--- src/rtl/seg_scan_driver_if.sv ---
// rtl/seg_scan_driver_if.sv - value input and scanned display signals of seg_scan_driver
interface seg_scan_driver_if;
  logic        en;
  logic [23:0] data_in;
  logic [5:0]  dp_in;
  logic        data_vld;
  logic [5:0]  sel;
  logic [7:0]  seg;
  logic        frame_tick;

  modport master (
    output en, data_in, dp_in, data_vld,
    input  sel, seg, frame_tick
  );

  modport slave (
    input  en, data_in, dp_in, data_vld,
    output sel, seg, frame_tick
  );
endinterface

--- src/rtl/seg_scan_driver.sv ---
// rtl/seg_scan_driver.sv - six-digit multiplexed seven-segment scanner, frame-synchronous value update
module seg_scan_driver #(
  parameter int SCAN_DIV = 50000,
  parameter int GAP      = 500,
  parameter int BLANK_LZ = 1
) (
  input  logic               clk,
  input  logic               reset_n,
  seg_scan_driver_if.slave   bus
);

  localparam int DW = (SCAN_DIV > 1) ? $clog2(SCAN_DIV) : 1;

  logic [DW-1:0] div;
  logic [2:0]    idx;
  logic [23:0]   shadow_data;
  logic [5:0]    shadow_dp;
  logic [23:0]   disp_data;
  logic [5:0]    disp_dp;
  logic          pending;

  logic          slot_end;
  logic          wrap;
  logic          load;
  logic          in_gap;
  logic [3:0]    nib;
  logic          upper_zero;
  logic          blank;
  logic [6:0]    hex;
  logic [5:0]    sel_nx;
  logic [7:0]    seg_nx;

  assign slot_end = bus.en && (div == DW'(SCAN_DIV - 1));
  assign wrap     = slot_end && (idx == 3'd5);
  // A disabled display has no frame to protect, so the pending value goes in at once.
  assign load     = pending && (wrap || !bus.en);
  assign in_gap   = div < DW'(GAP);

  always_comb begin
    nib        = disp_data[{idx, 2'b00} +: 4];
    upper_zero = (disp_data >> {idx, 2'b00}) == 24'd0;
    blank      = (BLANK_LZ != 0) && (idx != 3'd0) && upper_zero;
    case (nib)
      4'h0:    hex = 7'h40;
      4'h1:    hex = 7'h79;
      4'h2:    hex = 7'h24;
      4'h3:    hex = 7'h30;
      4'h4:    hex = 7'h19;
      4'h5:    hex = 7'h12;
      4'h6:    hex = 7'h02;
      4'h7:    hex = 7'h78;
      4'h8:    hex = 7'h00;
      4'h9:    hex = 7'h10;
      4'hA:    hex = 7'h08;
      4'hB:    hex = 7'h03;
      4'hC:    hex = 7'h46;
      4'hD:    hex = 7'h21;
      4'hE:    hex = 7'h06;
      default: hex = 7'h0E;
    endcase
    sel_nx = ~(6'b000001 << idx);
    seg_nx = {~disp_dp[idx], blank ? 7'h7F : hex};
  end

  always_ff @(posedge clk or negedge reset_n) begin
    if (!reset_n) begin
      div            <= '0;
      idx            <= 3'd0;
      shadow_data    <= 24'd0;
      shadow_dp      <= 6'd0;
      disp_data      <= 24'd0;
      disp_dp        <= 6'd0;
      pending        <= 1'b0;
      bus.sel        <= 6'h3F;
      bus.seg        <= 8'hFF;
      bus.frame_tick <= 1'b0;
    end else begin
      if (load) begin
        disp_data <= shadow_data;
        disp_dp   <= shadow_dp;
      end
      // A strobe coinciding with a load keeps pending set for the newer value.
      if (bus.data_vld) begin
        shadow_data <= bus.data_in;
        shadow_dp   <= bus.dp_in;
        pending     <= 1'b1;
      end else if (load) begin
        pending <= 1'b0;
      end

      if (!bus.en) begin
        div            <= '0;
        idx            <= 3'd0;
        bus.sel        <= 6'h3F;
        bus.seg        <= 8'hFF;
        bus.frame_tick <= 1'b0;
      end else begin
        if (slot_end) begin
          div <= '0;
          idx <= (idx == 3'd5) ? 3'd0 : idx + 3'd1;
        end else begin
          div <= div + DW'(1);
        end
        bus.frame_tick <= wrap;
        if (in_gap) begin
          bus.sel <= 6'h3F;
          bus.seg <= 8'hFF;
        end else begin
          bus.sel <= sel_nx;
          bus.seg <= seg_nx;
        end
      end
    end
  end

endmodule

--- src/flat_wrapper.sv ---
// flat-port wrapper written by rule: the top's interface ports become plain ports
module seg_scan_driver_flat 
#(
  parameter int SCAN_DIV = 50000,
  parameter int GAP      = 500,
  parameter int BLANK_LZ = 1
)
  (clk, reset_n, bus_en, bus_data_in, bus_dp_in, bus_data_vld, bus_sel, bus_seg, bus_frame_tick);
  seg_scan_driver_if bus_i ();
  input  logic clk;
  input  logic reset_n;
  input wire logic [$bits(bus_i.en)-1:0] bus_en;
  input wire logic [$bits(bus_i.data_in)-1:0] bus_data_in;
  input wire logic [$bits(bus_i.dp_in)-1:0] bus_dp_in;
  input wire logic [$bits(bus_i.data_vld)-1:0] bus_data_vld;
  output wire logic [$bits(bus_i.sel)-1:0] bus_sel;
  output wire logic [$bits(bus_i.seg)-1:0] bus_seg;
  output wire logic [$bits(bus_i.frame_tick)-1:0] bus_frame_tick;
  assign bus_i.en = bus_en;
  assign bus_i.data_in = bus_data_in;
  assign bus_i.dp_in = bus_dp_in;
  assign bus_i.data_vld = bus_data_vld;
  assign bus_sel = bus_i.sel;
  assign bus_seg = bus_i.seg;
  assign bus_frame_tick = bus_i.frame_tick;
  seg_scan_driver #(.SCAN_DIV(SCAN_DIV), .GAP(GAP), .BLANK_LZ(BLANK_LZ)) u_core (.clk(clk), .reset_n(reset_n), .bus(bus_i));
endmodule
--- config.mk ---
export PLATFORM = sky130hd
export DESIGN_NAME = seg_scan_driver_flat
export DESIGN_NICKNAME = d
export VERILOG_FILES = /design/src/rtl/seg_scan_driver_if.sv /design/src/rtl/seg_scan_driver.sv /design/src/flat_wrapper.sv
export SDC_FILE = /design/constraint.sdc
export NUM_CORES = 1
export LEC_CHECK = 0
export BUFFER_PORTS_ARGS = -buffer_cell sky130_fd_sc_hd__buf_2
export CAP_MARGIN = 40
export CORE_ASPECT_RATIO = 1.1
export CORE_UTILIZATION = 55
export DETAILED_ROUTE_END_ITERATION = 8
export HOLD_SLACK_MARGIN = 0.12
export PLACE_DENSITY = 0.73
export SYNTH_ARGS = -nofsm -noshare
export SYNTH_HDL_FRONTEND = slang
export SYNTH_SLANG_ARGS = --single-unit
--- constraint.sdc ---
create_clock -name clk -period 6 [get_ports clk]
set_input_delay 0.3 -clock clk [delete_from_list [all_inputs] [get_ports clk]]
set_output_delay 0.3 -clock clk [all_outputs]
set_load 0.05 [all_outputs]
==> key figures <==
Status
  • Outcome: completed

Yosys
  • #FFs+latches synth: 95
  • Syn Area/Cell: around 13 sq um
  • Primary FF master, synth: dfrtp_1
  • Count leader, synth: dfrtp_1
  • Asr flop ratio synth: 100.0%
  • Commonest cells post-synth: 81 x dfrtp_1, 35 x mux2_2, 30 x mux2_4, 24 x nor2_1, 19 x nand2_1
  • EDFF count, synth: 0
  • Syn Nets: between 300 and 400
  • Synth Cell Area: 0.004432 sq mm
  • Yosys cell types: between 40 and 50
  • Synth Instances: between 300 and 400
  • Ys Warns: 0
  • Top cells by area, synth: dfrtp_1 46%, mux2_4 10%, mux2_2 8.9%, dfstp_2 8.3%, ha_1 2.3%
  • Seq/Total Area, Yosys: ~54%
  • Top-area cell type share of the netlist area: between 40% and 50%
  • Top cell type by total area after synthesis: dfrtp_1

CTS
  • Clock sink total: 95
  • Max clock buf depth: 2
  • Total CTS buffers: 9
  • Post-CTS sizing: 0
  • Worst-Skew Late Latency: between 300 and 400 ps
  • CTS tree: yes
  • Clock root buffer: clkbuf_8
  • H-tree Lvls: 3
  • Clock transition at path regs: 90 ps

STA
  • Worst-Margin Slew: around 810 ps
  • Clk_skew: 10.80 ps
  • Period minus WS final: 3238 ps
  • Setup ws final: about 2800 ps
  • Max Fclk: between 0.3 and 0.4 GHz
  • Fin Setup TNS: 0 ps
  • Unrepaired setup endpoints after global routing: no
  • Slew Viols, Final: 0
  • Slew headroom: between 40 and 50%
  • Final Cycle Share: between 50 and 60%
  • Hold Fails Final Rpt: 0
  • # setup viols final: 0

Place
  • I/O Buffers: 48
  • Placed Cells: approximately 480
  • Pre-CTS WS: ~2800 ps
  • Placed cell area: about 0.0047 sq mm
  • GP Congestion: between 0.8 and 0.9
  • Hpwl dp: 5643 um

Setup path
  • CP Launch Type: flip-flop
  • Worst path max stage delay: 870 ps
  • Worst path depth: 8
  • Worst path bufs/invs: 1
  • Max FO, Critical Path: 23
  • Slowest-stage cell, CP: dfrtp_1
  • R2R Setup Slk: about 2800 ps
  • Largest delay contributor family on the critical path: compound AO/OA/AOI/OAI gates
  • Setup Crit Path Kind: reg2reg
  • Crit-path cells: mux2i_1, o21ai_0, inv_1, ha_1, nand4_1, a21oi_1, nor3_1, o311ai_0
  • Crit path required time: 6240 ps
  • R2R depth: 8
  • Critical Path Sink Type: flip-flop
  • Critical Path AT: about 3500 ps

Route
  • Antenna Nets Post-Route: 0
  • Routed WL per cell: 15.82 um
  • Via density per instance: roughly 5.6
  • WL final: 7911 um
  • Via count: between 2,000 and 3,000
  • DR DRC count: 0
  • Drt first pass iters: 4
  • Initial DRC count: between 100 and 150

Finish
  • Non-Filler Instances: 500
  • Area Overhead vs Synth: 11.18%
  • Reg area: 0.002395 sq mm
  • Final Core Density: 64.50%
  • Finished Cell Area: about 0.0049 sq mm
  • # fillers: between 600 and 700
  • Fraction of layout cells with a size suffix above 1: between 30% and 40%
  • Fin nets: approximately 430
  • Multi-input gate area: between 0.0015 and 0.002 sq mm
  • Diode count: 0

Power
  • Maximum vdd drop: 0.1676 mV
  • P per Cell Area: 270.6 mW/mm^2
  • Static Leak: about 2.2 nW

Flow run
  • MaxCap Viol Count: 0

GRT
  • Largest net degree at the start of global routing: 62
  • GRT overflow: 0
  • Vias in the first global route: 2,833
  • GRT Util Overall: approximately 22%
  • Initial antenna violation count: 0
  • Global-route wire length before repair: roughly 14,000 um

Floorplan
  • Core ar.: approximately 0.0076 sq mm
  • Die H: 96.15 um
  • Site Rows: 33
  • Initial Util: around three fifths
  • Die width: just under 90 um
  • Top Ports: between 40 and 50
  • Die footprint: roughly 0.0084 sq mm

Min path
  • Worst Hold Class: in2reg
  • Worst Hold Depth: 2
[placed cells by master (no fill, tap or decap), types with 6 or more instances in the layout]
master / synthesis / routed
dfrtp_1: 81 / 81
buf_2: 1 / 47
mux2_2: 35 / 35
mux2_4: 30 / 30
nor2_1: 24 / 24
nand2_1: 19 / 19
dfstp_2: 14 / 14
nand3_1: 12 / 12
clkbuf_8: 0 / 10
nor3_1: 9 / 9
o21ai_0: 9 / 9
inv_1: 9 / 9
xor2_1: 8 / 8
ha_1: 8 / 8
xnor2_1: 6 / 6
nor4_1: 6 / 6
[path summary, 6_finish.rpt]
path	startpoint	to
worst max-delay path	u_core.idx[0]$_DFFE_PN0P_	u_core.bus.seg[3]$_DFF_PN1_
worst max register to register	u_core.idx[0]$_DFFE_PN0P_	u_core.bus.seg[3]$_DFF_PN1_
worst min-delay path	bus_dp_in[0]	u_core.shadow_dp[0]$_DFFE_PN0P_
max in group asynchronous	reset_n	u_core.shadow_data[18]$_DFFE_PN0P_
min in group asynchronous	reset_n	u_core.div[11]$_DFF_PN0_
worst min register to register	u_core.div[0]$_DFF_PN0_	u_core.div[0]$_DFF_PN0_
[through the flow]
stage	power, mW	hold WS (ps)
floorplan	0.9075	4.409
global placement	0.9641	266.4
detailed placement	0.9765	268.8
CTS	1.349	149.4
global route	1.397	156.7
finish	1.333	167.9
[cells by family after synthesis]
group	count (synthesis)	synth area share, %
xor+xnor	14	2.767
buf+inv	25	2.654
compound gates	31	4.884
simple gates	98	11.69
fa+ha+maj	8	2.259
mux	73	21.71
flops	95	54.04
[report_power, final]
group          switching, mW  leakage [nW]  internal, mW  total [mW]
sequential            0.0494          1.14         0.703       0.752
combinational         0.0912         0.979         0.120       0.211
clock                  0.208        0.0874         0.162       0.370
[what timing repair did]
item / in CTS / in global routing
hold buffers: 1 / 0
buffers inserted: 0 / 0
hold endpoints to repair: 20 / 0
[metal layers]
layer	vias to the layer above	GRT usage, %	share of wire [%]
met3	9	4.803	3.6
met5	-	0	0
met4	0	7.650	1.3
met1	1388	30.22	49
li1	1316	-	-
met2	65	33.85	46
[cell type report]
type / instances / share of cell area, %
Inverter: 9 / 0.6856
Timing Repair Buffer: 51 / 5.688
Clock buffer: 13 / 3.022
Clock inverter: 3 / 0.3809
Multi-Input combinational cell: 224 / 38.95
Sequential cell: 95 / 48.60
Tap cell: 105 / 2.666
[flip-flops by register name (all words and copies together) (netlist names)]
signal                 flops
u_core.idx                 3
u_core.shadow_dp           6
u_core.div                16
u_core.bus.seg             8
u_core.bus.frame_tick      1
u_core.disp_dp             6
u_core.bus.sel             6
u_core.shadow_data        24
u_core.pending             1
u_core.disp_data          24
[worst register-to-register path, cell delays in order (launching register included)]
cell and delay [ps]:
dfrtp_1 870, mux2i_1 180, o21ai_0 570, inv_1 230, ha_1 260, nand4_1 70, a21oi_1 60, nor3_1 610
o311ai_0 280
Note: power is estimated with default switching activity, not from simulation.
